$ cat src/rtl/pc_redirect_unit_pkg.sv
// Shared definitions for the PC redirect unit: FSM encoding and PC constants.
package pc_redirect_unit_pkg;

    typedef enum logic [1:0] {
        ST_BOOT   = 2'd0,
        ST_RUN    = 2'd1,
        ST_SHADOW = 2'd2,
        ST_HALT   = 2'd3
    } state_e;

    localparam logic [63:0] RESET_VECTOR_DEF = 64'h0;
    localparam logic [63:0] INSTR_BYTES      = 64'd4;

endpackage

$ cat src/rtl/pc_redirect_unit_pc_next_mux.sv
// Next-PC selection: hold, sequential PC+4, or redirect target.
module pc_next_mux
    import pc_redirect_unit_pkg::*;
(
    input  state_e      state_i,
    input  logic        take_i,
    input  logic        misalign_i,
    input  logic        stall_i,
    input  logic [63:0] pc_i,
    input  logic [63:0] target_i,
    output logic [63:0] pc_next_o
);

    always_comb begin
        pc_next_o = pc_i;
        case (state_i)
            ST_RUN: begin
                // A taken branch overrides Stall; a misaligned one freezes PC.
                if (misalign_i)    pc_next_o = pc_i;
                else if (take_i)   pc_next_o = target_i;
                else if (!stall_i) pc_next_o = pc_i + INSTR_BYTES;
            end
            ST_SHADOW: begin
                if (!stall_i) pc_next_o = pc_i + INSTR_BYTES;
            end
            default: pc_next_o = pc_i;
        endcase
    end

endmodule

$ cat src/rtl/pc_redirect_unit.sv
// Program counter owner: sequential fetch, stall hold, taken-branch redirect
// with flush, post-redirect shadow window and sticky misalign halt.
//
//   state  | meaning
//   BOOT   | after reset, PC = RESET_VECTOR, not yet fetching
//   RUN    | fetching, branch resolves accepted
//   SHADOW | fetching after a redirect, branch resolves ignored
//   HALT   | misaligned target seen, frozen until reset
module pc_redirect_unit
    import pc_redirect_unit_pkg::*;
#(
    parameter logic [63:0] RESET_VECTOR  = RESET_VECTOR_DEF,
    parameter int unsigned SHADOW_CYCLES = 2
) (
    input  logic        CLK,
    input  logic        Reset,
    input  logic        Stall,
    input  logic        EXValid,
    input  logic        Branch,
    input  logic        UncondBranch,
    input  logic        Zero,
    input  logic [63:0] ALUBranch_Out3,
    output logic [63:0] PC,
    output logic        PCValid,
    output logic        Flush,
    output logic        Fault,
    output logic [31:0] TakenCount
);

    localparam int CW = (SHADOW_CYCLES > 1) ? $clog2(SHADOW_CYCLES + 1) : 1;

    state_e        state_q, state_d;
    logic [63:0]   pc_q, pc_d;
    logic          fault_q, fault_d;
    logic [31:0]   taken_q, taken_d;
    logic [CW-1:0] shadow_q, shadow_d;
    logic          take, misalign;

    assign take     = EXValid & (UncondBranch | (Branch & Zero)) & (state_q == ST_RUN);
    assign misalign = take & (ALUBranch_Out3[1:0] != 2'b00);

    pc_next_mux u_pc_next_mux (
        .state_i    (state_q),
        .take_i     (take),
        .misalign_i (misalign),
        .stall_i    (Stall),
        .pc_i       (pc_q),
        .target_i   (ALUBranch_Out3),
        .pc_next_o  (pc_d)
    );

    always_comb begin
        state_d  = state_q;
        fault_d  = fault_q;
        taken_d  = taken_q;
        shadow_d = shadow_q;
        case (state_q)
            ST_BOOT: state_d = ST_RUN;
            ST_RUN: begin
                if (misalign) begin
                    state_d = ST_HALT;
                    fault_d = 1'b1;
                end else if (take) begin
                    taken_d  = taken_q + 32'd1;
                    shadow_d = CW'(SHADOW_CYCLES);
                    state_d  = (SHADOW_CYCLES == 0) ? ST_RUN : ST_SHADOW;
                end
            end
            ST_SHADOW: begin
                // Counts down on stalled edges too; leaves as it hits zero.
                shadow_d = shadow_q - CW'(1);
                if (shadow_q <= CW'(1)) state_d = ST_RUN;
            end
            default: state_d = ST_HALT;
        endcase
    end

    always_ff @(posedge CLK or posedge Reset) begin
        if (Reset) begin
            state_q  <= ST_BOOT;
            pc_q     <= RESET_VECTOR;
            fault_q  <= 1'b0;
            taken_q  <= 32'd0;
            shadow_q <= '0;
        end else begin
            state_q  <= state_d;
            pc_q     <= pc_d;
            fault_q  <= fault_d;
            taken_q  <= taken_d;
            shadow_q <= shadow_d;
        end
    end

    assign PC         = pc_q;
    assign PCValid    = (state_q == ST_RUN) || (state_q == ST_SHADOW);
    assign Flush      = take;
    assign Fault      = fault_q;
    assign TakenCount = taken_q;

endmodule

$ cat config.mk
export PLATFORM = sky130hd
export DESIGN_NAME = pc_redirect_unit
export DESIGN_NICKNAME = d
export VERILOG_FILES = /design/src/rtl/pc_redirect_unit_pkg.sv /design/src/rtl/pc_redirect_unit_pc_next_mux.sv /design/src/rtl/pc_redirect_unit.sv
export SDC_FILE = /design/constraint.sdc
export NUM_CORES = 1
export LEC_CHECK = 0
export BUFFER_PORTS_ARGS = -buffer_cell sky130_fd_sc_hd__buf_4
export CELL_PAD_IN_SITES_DETAIL_PLACEMENT = 1
export CELL_PAD_IN_SITES_GLOBAL_PLACEMENT = 1
export CORE_ASPECT_RATIO = 1.25
export CORE_MARGIN = 2
export CORE_UTILIZATION = 30
export CTS_CLUSTER_SIZE = 8
export DETAILED_ROUTE_END_ITERATION = 12
export PLACE_DENSITY_LB_ADDON = 0.1
export SYNTH_ARGS = -nofsm -noshare
export SYNTH_HDL_FRONTEND = slang
export SYNTH_SLANG_ARGS = --single-unit
$ cat constraint.sdc
create_clock -name CLK -period 3.3 [get_ports CLK]
set_clock_uncertainty 0.1 [all_clocks]
set_input_delay 0 -clock CLK [delete_from_list [all_inputs] [get_ports CLK]]
set_output_delay 0 -clock CLK [all_outputs]
set_load 0.02 [all_outputs]
Word level (Yosys, flattened, before mapping)
Index checks and enable logic that the tools add are counted.
{"block": "word_totals", "register_bits": 101, "input_bits": 71, "out_inout_bits": 99, "word_cells": 40}
{"block": "op_classes", "n_addsub": 3, "magnitude_cmp": 1, "n_eq_ne": 6, "mux": 10, "bitwise_logic": 6, "reduce_logical": 9}
{"operator": "2-to-1 mux 64 bit", "count": 3}
{"operator": "one-hot mux 64 bit (2 select lines)", "count": 1}
{"operator": "adder 64 x 3 -> 64 bit, second input constant", "count": 1}
{"operator": "adder 32 x 1 -> 32 bit, second input constant", "count": 1}
{"operator": "2-to-1 mux 2 bit", "count": 4}
{"operator": "inequality test 2 bit, second input constant", "count": 3}
{"operator": "one-hot mux 2 bit (3 select lines)", "count": 1}
{"operator": "AND reduction 2 bit", "count": 3}
{"operator": "AND reduction 3 bit", "count": 2}
{"operator": "bitwise AND 1 bit", "count": 4}
{"operator": "one-hot mux 2 bit (2 select lines)", "count": 1}
{"operator": "nonzero test 2 bit", "count": 2}
{"operator": "inequality test 3 bit, second input constant", "count": 1}
{"operator": "== test 2 x 1 -> 1 bit, second input constant", "count": 1}
{"operator": "== test 2 bit, second input constant", "count": 1}
{"operator": "less-or-equal comparator 2 x 1 -> 1 bit, second input constant", "count": 1}
{"operator": "logical NOT 2 bit", "count": 1}
{"operator": "subtractor 2 x 1 -> 2 bit, second input constant", "count": 1}
{"operator": "logical OR 1 bit", "count": 1}
{"operator": "NOT 1 bit", "count": 1}
{"operator": "OR 1 bit", "count": 1}

Depth between registers and ports, before layout
{"block": "depth", "depth_word": 7, "depth_mapped": 10, "ltp_nobuf": 7}

Cells and area by module
Synthesis repeated with hierarchy kept, for this count alone.
{"block": "unflattened", "cells_unflattened": 885, "area_unflattened_um2": 7333.3}
{"module": "pc_next_mux", "instances": 1, "cells_per_inst": 654, "area_per_inst_um2": 3942.5, "seq_area_each_um2": 0.0}
{"module": "pc_redirect_unit", "instances": 1, "cells_per_inst": 231, "area_per_inst_um2": 3390.8, "seq_area_each_um2": 2527.4}

Worst setup path before layout
Ideal clock, no wire load.
{"block": "synth_timing", "path_kind": "register -> register", "startpoint": "register pc_q[2] (netlist: PC[2])", "endpoint": "register pc_q[36] (netlist: PC[36])", "setup_ps": 80, "arrival_time_ps": 2310, "t_required_ps": 3120, "setup_slack_ps": 811, "path_stages_with_launch": 10, "path_buffers": 2, "synth_period_minus_slack_ps": 2489, "path_cell_list": "dfrtp_1 -> ha_1 -> nand4b_1 -> or3_1 -> buf_2 -> nor4bb_1 -> clkbuf_1 -> nand4_1 -> a21oi_1 -> a2bb2oi_1"}
{"block": "synth_between", "elab_chain_cells": 5}
{"item": "from (decl)", "line": "pc_redirect_unit.sv:33", "text": "logic [63:0] pc_q, pc_d;"}
{"item": "from (signal assigned)", "line": "pc_redirect_unit.sv:87", "text": "pc_q <= pc_d;"}
{"item": "adder 64 x 3 -> 64 bit (*)", "line": "pc_redirect_unit_pc_next_mux.sv:21, pc_redirect_unit_pc_next_mux.sv:24"}
{"item": "2-to-1 mux 64 bit (*)", "line": "pc_redirect_unit_pc_next_mux.sv:21, pc_redirect_unit_pc_next_mux.sv:24"}
{"item": "2-to-1 mux 64 bit", "line": "pc_redirect_unit_pc_next_mux.sv:20", "text": "else if (take_i) pc_next_o = target_i;"}
{"item": "2-to-1 mux 64 bit", "line": "pc_redirect_unit_pc_next_mux.sv:19", "text": "if (misalign_i) pc_next_o = pc_i;"}
{"item": "one-hot mux 64 bit (2 select lines) (*)", "line": "pc_redirect_unit_pc_next_mux.sv:16", "text": "case (state_i)"}
Every way passes the cells marked *; elsewhere a longest branch is shown, timed or not. The select of a mux whose other input is x is not followed.
A chain may end at the register's enable or synchronous reset.

Final worst setup path
{"block": "layout_timing", "startpoint": "register state_q[1]", "endpoint": "register pc_q[3] (netlist: PC[3])"}
{"block": "layout_between", "elab_chain_cells": 5, "elab_cells_between_ends": 10, "classes_between": "eq/ne (3); mux (3); bitwise (2); reduce/logical (2)"}
{"item": "from (decl)", "line": "pc_redirect_unit.sv:32", "text": "state_e state_q, state_d;"}
{"item": "from (signal assigned)", "line": "pc_redirect_unit.sv:86", "text": "state_q <= state_d;"}
{"item": "== test 2 x 1 -> 1 bit", "line": "pc_redirect_unit_pc_next_mux.sv:16, pc_redirect_unit.sv:39"}
{"item": "bitwise AND 1 bit", "line": "pc_redirect_unit.sv:39", "text": "assign take = EXValid & (UncondBranch | (Branch & Zero)) & (state_q == ST_RUN);"}
{"item": "2-to-1 mux 64 bit or bitwise AND 1 bit (tied branches)", "line": "pc_redirect_unit_pc_next_mux.sv:20, pc_redirect_unit.sv:40"}
{"item": "2-to-1 mux 64 bit or inequality test 2 bit (tied branches)"}
{"item": "one-hot mux 64 bit (2 select lines) or AND reduction 2 bit (tied branches)"}
Parallel ways exist; a longest one is shown, timed or not. The select of a mux whose other input is x is not followed.

==> qor.yml <==
outcome:
  status: "completed"
cells_and_area:
  area_growth_pct: 43.4
  insertedDiodeCount: 0
  drive_gt1_frac: 0.238
  fin_nets: 1034
sta:
  period_minus_slack_ps: 2970
  period_share: 0.901
  tightest_slew_ps: 1150
  rsz0062_at_grt: "no"
  hold_viol: 0
  slew_violations: 0
  fmax_mhz: 336
  worst_slew_margin_rel: 0.232
  setup_tns_ps: 0
  whs_ps: 11.5
  finalSetupViolCount: 0
synthesis:
  yosysUniqueCellTypes: 59
  async_flop_share: 1.00
  yosys_warnings: 0
  yosysMostFrequentCell: "dfrtp_1"
  synth-edff-count: 0
  syn_nets: 806
  synthTopCellsByArea: "dfrtp_1 (41%), nand3_1 (6.6%), a21oi_1 (5.0%)"
  synth_top_area_cell: "dfrtp_1"
  yosysTopAreaCellShare: 0.410
  synthesis.area_mm2: 0.00616
  synth_top_flop_cell: "dfrtp_1"
  syn_inst: 728
  avgSynthCellArea_um2: 8.46
  ys_seq_area_frac: 0.410
  synth_seq_cells: 101
  synth_common_cells: "dfrtp_1 (101), nand3_1 (81), nand2_1 (67)"
clock_network:
  cts.path.max_buffers: 2
  cts_buffers: 9
  cts_tree: "done"
  cts_sinks: 101
  clk_latency_ps: 360
  cts_setup_buffers: 0
  clk_pin_slew_ps: 80
  htreeDepth: 3
  clockRootBuffer: "clkbuf_16"
flow_run:
  drv_cap: 0
floorplanning:
  die_h_um: 164
  pin_count: 170
  die_w_um: 132
  dieArea_mm2: 0.0217
  coreArea_mm2: 0.0201
  start_util: 0.306
  rows: 58
grt:
  grt_first_pass_wirelength_um: 40000
  grt_overflow: 0
  grt_max_degree: 81
  antenna_found_initial: 0
  grt_pass1_vias: 7212
  grtUsageTotal: 0.232
setup_path:
  path_class: "reg2reg"
  crit_arrival_ps: 3170
  critPathMaxFanout: 26
  required_ps: 3500
  end_kind: "register"
  critPathLaunchType: "register"
route:
  wl_per_cell_um: 20.2
  num_vias: 6803
  drt_iter0_markers: 200
  via_per_inst: 5.53
  drt_wl_total_um: 24900
  drtPass1Iterations: 4
  ant_nets: 0
  drcViolationCount: 0
power:
  p_per_area_mw_per_mm2: 776
  ir_worst_vdd_mv: 0.421
  p_leak_uw: 0.00386
  power.total_uw: 6850
placed_design:
  gp_congestion: 0.900
  dp_hpwl_um: 17900
  port_buffers: 169
min_path:
  holdCritPathClass: "in2reg"
## logic make-up after synthesis
kind of cell	Yosys count	synth area share
AO/OA/AOI/OAI	171	0.166
XOR/XNOR	31	0.0441
adder cells (fa/ha/maj)	7	0.0142
buffers and inverters	64	0.0396
flip-flops	101	0.410
multiplexers	8	0.0140
AND/OR/NAND/NOR	346	0.312
## worst max-delay path, stage by stage (launching register included)
cell	delay, ps
dfrtp_1	410
inv_1	110
ha_2	310
nand3_1	150
buf_4	200
nor2_4	500
buf_12	250
or3_1	120
o21ai_0	70
a21oi_1	140
dlygate4sd3_1	560
## repair_timing
item / 4_1_cts / 5_1_grt
resized for setup: 0 / 1
endpoints found under the setup margin: 0 / 1
hold buffers: 67 / 0
endpoints found under the hold margin: 141 / 0
## report_power, final
| part | internal, uW | switching, uW |
|---|---|---|
| clock | 600 | 526 |
| combinational | 1380 | 2050 |
| sequential | 1600 | 706 |
| total | 3570 | 3280 |
## cell usage in the layout, fill, tap and decap left out, types with 7 or more instances in the layout
cell           count
a21oi_1           62
a22oi_1            9
a2bb2oi_1         11
and2_1             8
and3_1            22
and4_1            16
buf_4            189
clkbuf_16          9
dfrtp_1          101
dlygate4sd3_1     67
inv_1             20
nand2_1           67
nand3_1           81
nand4_1           35
nor2_1            32
nor3_1            25
nor4_1             9
o21ai_0           41
o22ai_1           26
or3_1              9
or4_1              8
xnor2_1           24
xor2_1             7
## layout make-up
type / count / area, um2
Fill cell: 2403 / 11300
Multi-Input combinational cell: 563 / 3410
Sequential cell: 101 / 2530
Timing Repair Buffer: 260 / 2170
Tap cell: 270 / 338
Clock buffer: 9 / 225
Inverter: 21 / 81.3
Clock inverter: 7 / 80.1
## layer usage
layer  track usage  part of all wire  vias to the layer above
li1              -                 -                     3174
met1         0.274              0.41                     3409
met2         0.419              0.52                      184
met3        0.0327             0.041                       36
met4         0.106             0.031                        0
met5             0                 0                        -
## sequential cells by signal, summed over array words and instances, names as in the netlist
signal      cells
Fault           1
PC             64
TakenCount     32
shadow_q        2
state_q         2
## final timing paths
kind	start	end	slack, ps	cells past startpoint
max in group asynchronous	Reset	TakenCount[27]	1730	4
min in group asynchronous	Reset	TakenCount[11]	380	3
hold / removal	EXValid	TakenCount[1]	10	4
hold reg to reg	Fault	Fault	370	1
setup reg to reg	state_q[1]	PC[3]	330	10
setup / recovery	state_q[1]	PC[3]	330	10
## per-stage QoR
stage | instances | instance area (um2) | setup slack, ps | utilization
after floorplan | 728 | 6160 | 553 | -
after global placement | 1148 | 7860 | 645 | 0.391
after detailed placement | 1148 | 7860 | 562 | 0.391
after CTS | 1231 | 8830 | 217 | 0.439
after global routing | 1231 | 8840 | 91.2 | 0.440
final | 1231 | 8840 | 328 | 0.440
No activity file was read; power rests on OpenSTA's default activity.
